<file path="src/rtl/fetch_unit.sv">
// Instruction fetch stage: PC generation, credit-limited memory requests, in-order response FIFO to decode.
// Optional FETCH_ALIGN_CHECK_EN: misaligned redirect raises a sticky fetchFault and stalls requests.
module fetch_unit #(
    parameter logic [31:0] RESET_PC  = 32'h0000_0000,
    parameter int          BUF_DEPTH = 2
) (
    input  logic        clk,
    input  logic        rstn,
    output logic        imemReqValid,
    input  logic        imemReqReady,
    output logic [31:0] imemAddr,
    input  logic        imemRspValid,
    input  logic [31:0] imemRspData,
    output logic        instrValid,
    input  logic        instrReady,
    output logic [31:0] instr,
    output logic [31:0] instrPc,
    input  logic        redirectValid,
    input  logic [31:0] redirectPc,
    output logic        fetchFault
);

    localparam int PW = $clog2(BUF_DEPTH);
    localparam int CW = PW + 1;
    localparam logic [CW:0] DEPTH_W = (CW+1)'(BUF_DEPTH);

    logic [31:0]   req_pc;
    logic [31:0]   rsp_pc;
    logic [CW-1:0] outstanding;
    logic [CW-1:0] drop_cnt;
    logic [CW-1:0] count;
    logic [PW-1:0] rd_ptr;
    logic [PW-1:0] wr_ptr;
    logic [31:0]   buf_instr [BUF_DEPTH];
    logic [31:0]   buf_pc    [BUF_DEPTH];
    logic          fault;
    logic [31:0]   target;
    logic          accept;
    logic          push;
    logic          pop;

    // Low address bits never reach the PC registers; the align check looks at the raw target.
    assign target = redirectPc & 32'hFFFF_FFFC;

    // Credit covers both in-flight requests and buffered words, so a push can never overflow.
    assign imemReqValid = rstn && !redirectValid && !fault
                          && (({1'b0, outstanding} + {1'b0, count}) < DEPTH_W);
    assign imemAddr     = req_pc;
    assign accept       = imemReqValid && imemReqReady;

    assign instrValid   = (count != '0) && !redirectValid;
    assign instr        = buf_instr[rd_ptr];
    assign instrPc      = buf_pc[rd_ptr];
    assign pop          = instrValid && instrReady;
    assign push         = imemRspValid && !redirectValid && (drop_cnt == '0);

    assign fetchFault   = fault;

`ifndef FETCH_ALIGN_CHECK_EN
    assign fault = 1'b0;
`endif

    always_ff @(posedge clk or negedge rstn) begin
        if (!rstn) begin
            req_pc      <= RESET_PC;
            rsp_pc      <= RESET_PC;
            outstanding <= '0;
            drop_cnt    <= '0;
            count       <= '0;
            rd_ptr      <= '0;
            wr_ptr      <= '0;
            for (int i = 0; i < BUF_DEPTH; i++) begin
                buf_instr[i] <= '0;
                buf_pc[i]    <= '0;
            end
`ifdef FETCH_ALIGN_CHECK_EN
            fault       <= 1'b0;
`endif
        end else begin
            outstanding <= outstanding + CW'(accept) - CW'(imemRspValid);
            if (redirectValid) begin
                // Everything still in flight after this cycle is stale.
                req_pc   <= target;
                rsp_pc   <= target;
                drop_cnt <= outstanding - CW'(imemRspValid);
                count    <= '0;
                rd_ptr   <= '0;
                wr_ptr   <= '0;
`ifdef FETCH_ALIGN_CHECK_EN
                fault    <= (redirectPc[1:0] != 2'b00);
`endif
            end else begin
                if (accept) begin
                    req_pc <= req_pc + 32'd4;
                end
                if (imemRspValid && (drop_cnt != '0)) begin
                    drop_cnt <= drop_cnt - CW'(1);
                end
                if (push) begin
                    buf_instr[wr_ptr] <= imemRspData;
                    buf_pc[wr_ptr]    <= rsp_pc;
                    wr_ptr            <= wr_ptr + PW'(1);
                    rsp_pc            <= rsp_pc + 32'd4;
                end
                if (pop) begin
                    rd_ptr <= rd_ptr + PW'(1);
                end
                count <= count + CW'(push) - CW'(pop);
            end
        end
    end

endmodule

</file>
<file path="config.mk">
export PLATFORM = sky130hd
export DESIGN_NAME = fetch_unit
export DESIGN_NICKNAME = d
export VERILOG_FILES = /design/src/rtl/fetch_unit.sv
export SDC_FILE = /design/constraint.sdc
export NUM_CORES = 1
export LEC_CHECK = 0
export BUFFER_PORTS_ARGS = -buffer_cell sky130_fd_sc_hd__buf_4
export CAP_MARGIN = 20
export CORE_MARGIN = 5
export CORE_UTILIZATION = 40
export DETAILED_ROUTE_END_ITERATION = 12
export GPL_TIMING_DRIVEN = 0
export PLACE_DENSITY = 0.7
export SKIP_CTS_REPAIR_TIMING = 1
export SYNTH_ARGS = -nofsm -noshare
export SYNTH_HDL_FRONTEND = slang
export SYNTH_SLANG_ARGS = --single-unit
</file>
<file path="constraint.sdc">
create_clock -name clk -period 3.39 [get_ports clk]
set_input_delay 0.5085 -clock clk [delete_from_list [all_inputs] [get_ports clk]]
set_output_delay 0.5085 -clock clk [all_outputs]
set_load 0.03 [all_outputs]
</file>
==> flow_summary.toml <==
[final_layout]
syn_to_final_growth_pct = 24.43
finish.instance_area_um2 = 11430
nets = 1017
antenna_cells = 0
drive_gt1_frac = 0.4200

[outcome]
outcome = "finished, final reports clean"

[timing]
hold_violations = 0
max_slew.worst_pin.slew_ps = 793.5
fmax_ghz = 0.3179
slew_viol_final = 0
fin_crit_ps = 3146
fin_ws_ps = 244.0
min_period_over_period = 0.9280
final-setup-viol-count = 0
relSlewSlack = 0.4661
finClkSkew_ps = 13.32
rsz0062_at_grt = "no"
whs_ps = 34.15

[synthesis]
async_flop_share = 1.000
synth_top_area_share = 0.5229
synth_cells = 753
ys_top_cells_by_area = "dfrtp_1, mux2_2, xnor2_1"
ys_seq_area_frac = 0.5229
synth_cell_type_count = 41
synth.most_common_cell = "mux2_2"
synth.largest_area_cell = "dfrtp_1"
netlist_top_cells_count = "mux2_2, dfrtp_1, nand2_1, o21ai_0, xnor2_1"
synth_flop_cell = "dfrtp_1"
ys_ff_latch = 192
synth.avg_cell_area_um2 = 12.20
yosys_warnings = 0
syn_area_um2 = 9189
synth_edf_count = 0

[floorplanning]
fp.dieH_um = 161.6
die_w_um = 161.6
dieArea_um2 = 26100
rows = 55
initial_core_util = 0.4059
coreArea_um2 = 22640
ioPinCount = 169

[detailed_routing]
drcViolationCount = 0
dr.pass1.iters = 4
drtAntennaViolNets = 0
drtIter0Drc = 374
wl_per_cell_um = 19.43
viasPerCell = 5.407
via_count = 6678
drt-total-wl_um = 24000

[worst_setup_path]
cp-start-kind = "flop"
crit_slowest_cell = "fa_1"
critPathMaxFanout = 13
crit_chain = "and2_1, fa_1, nor4b_4, and2_1, buf_2, inv_1, ha_1, inv_1, ha_1, xnor2_1, xnor2_1"
critPathCaptureType = "flop"
critical_path_class = "reg -> reg"
critPathRequiredTime_ps = 3730
cp.arrival_ps = 3490
cp_slowest_stage_delay_ps = 470

[clocking]
cts-root-buf = "clkbuf_16"
path_clk_slew_ps = 70
tritoncts = "done"
cts_buffer_depth = 2
htreeDepth = 4
cts.sinks = 192
cts_made_buffers = 17
insertion_delay_ps = 430

[flow_run]
max_cap_viol_count = 0

[power]
powerDensity_nw_per_um2 = 795.3
peakVddDrop_mv = 0.3658
p_leak_uw = 0.005139

[global_routing]
antenna_found_initial = 0
grt_max_degree = 124
grt_pass1_wl_um = 38160
grt-ovfl-total = 0
track_usage = 0.1836
grt_pass1_vias = 6838

[placement]
dp_hpwl_um = 17220
place_area_um2 = 10800
place_ws_ps = -450.4
gp_congestion = 0.8507
io_buffers = 161

[worst_hold_path]
hp-class = "in -> async"
-- worst max-delay path, delay by kind of cell, from the launching register on --
family | cells | cell delay, ps
buffers and inverters | 3 | 550
flip-flops | 1 | 410
adder cells (fa/ha/maj) | 3 | 1020
XOR/XNOR | 2 | 310
AND/OR/NAND/NOR | 3 | 780
-- placed cells by master, fill, tap and decap left out, types with 3 or more instances in the layout --
cell       instances
inv_1             13
inv_6              4
nand3_1           22
or3_1              5
nand4_1           18
buf_4            165
or4_1              4
o211ai_1          11
clkbuf_16         18
a31oi_1            5
and2_1            10
nor2_1            17
mux2_2           194
o311ai_0          14
nand2_1           58
clkinv_2           3
nor3_1            12
bufinv_16          3
and4_1             7
conb_1             5
a21oi_1            4
and3_1            13
mux2i_1            3
nor4_1             6
clkbuf_1          31
xor2_1            10
o21ai_0           36
ha_1               8
dfrtp_1          192
xnor2_1           35
-- report_power, final --
group / leakage [uW] / total (uW) / internal (uW) / switching [uW]
registers: 0.00241 / 3440 / 3010 / 439
logic: 0.00243 / 3550 / 1660 / 1890
clock network: 0.000296 / 2100 / 1200 / 899
total: 0.00514 / 9090 / 5870 / 3230
-- registers in the layout, summed over array words and instances, names as in the netlist --
name         cells
rsp_pc          30
buf_instr       64
count            2
buf_pc          60
rd_ptr           1
outstanding      2
drop_cnt         2
imemAddr        30
wr_ptr           1
-- cell families after synthesis --
logic type / after synthesis / share of synthesized area
compound gates: 76 / 0.05297
xor+xnor: 45 / 0.04289
fa+ha+maj: 9 / 0.01307
buf+inv: 54 / 0.02437
flops: 192 / 0.5229
mux: 197 / 0.2410
other cells: 1 / 0.0004081
simple gates: 179 / 0.1024
-- layout make-up --
class                           count  area, um2
Fill cell                        2025      11210
Buffer                             39      167.7
Sequential cell                   192       4805
Clock inverter                     12      155.1
Tap cell                          285      356.6
Timing Repair Buffer              163       1269
Clock buffer                       19      452.9
Multi-Input combinational cell    511       4175
Inverter                           14      52.55
-- per-layer routing --
layer  global-route usage  up-vias  wire (um)
li1                     -     3093          -
met1               0.2568     3326      10810
met2               0.2864      239      11170
met3              0.04772       20       1684
met4              0.04653        0        329
met5                    0        -          0
-- metrics by stage --
stage          std cells  total power (uW)  setup TNS (ps)    util
3_3_place_gp        1203              6956          -27000  0.4757
3_5_place_dp        1204              7057          -767.2  0.4772
4_1_cts             1235              9184               0  0.5041
5_1_grt             1235              9571               0  0.5050
2_1_floorplan        757              5805               0       -
6_report            1235              9093               0  0.5050
-- path summary, 6_finish.rpt --
check | from | to | slack [ps] | depth (start not counted)
max in group asynchronous | rstn | buf_pc[17]$_DFFE_PN0P_ | 2570 | 2
worst min-delay path | rstn | buf_instr[9]$_DFFE_PN0P_ | 30 | 1
worst min register to register | buf_pc[29]$_DFFE_PN0P_ | buf_pc[29]$_DFFE_PN0P_ | 490 | 2
worst max register to register | outstanding[0]$_DFF_PN0_ | outstanding[1]$_DFF_PN0_ | 240 | 11
min in group clk | redirectPc[31] | rsp_pc[31]$_DFFE_PN0N_ | 300 | 3
worst max-delay path | outstanding[0]$_DFF_PN0_ | outstanding[1]$_DFF_PN0_ | 240 | 11
(Power assumes the default switching activity.)
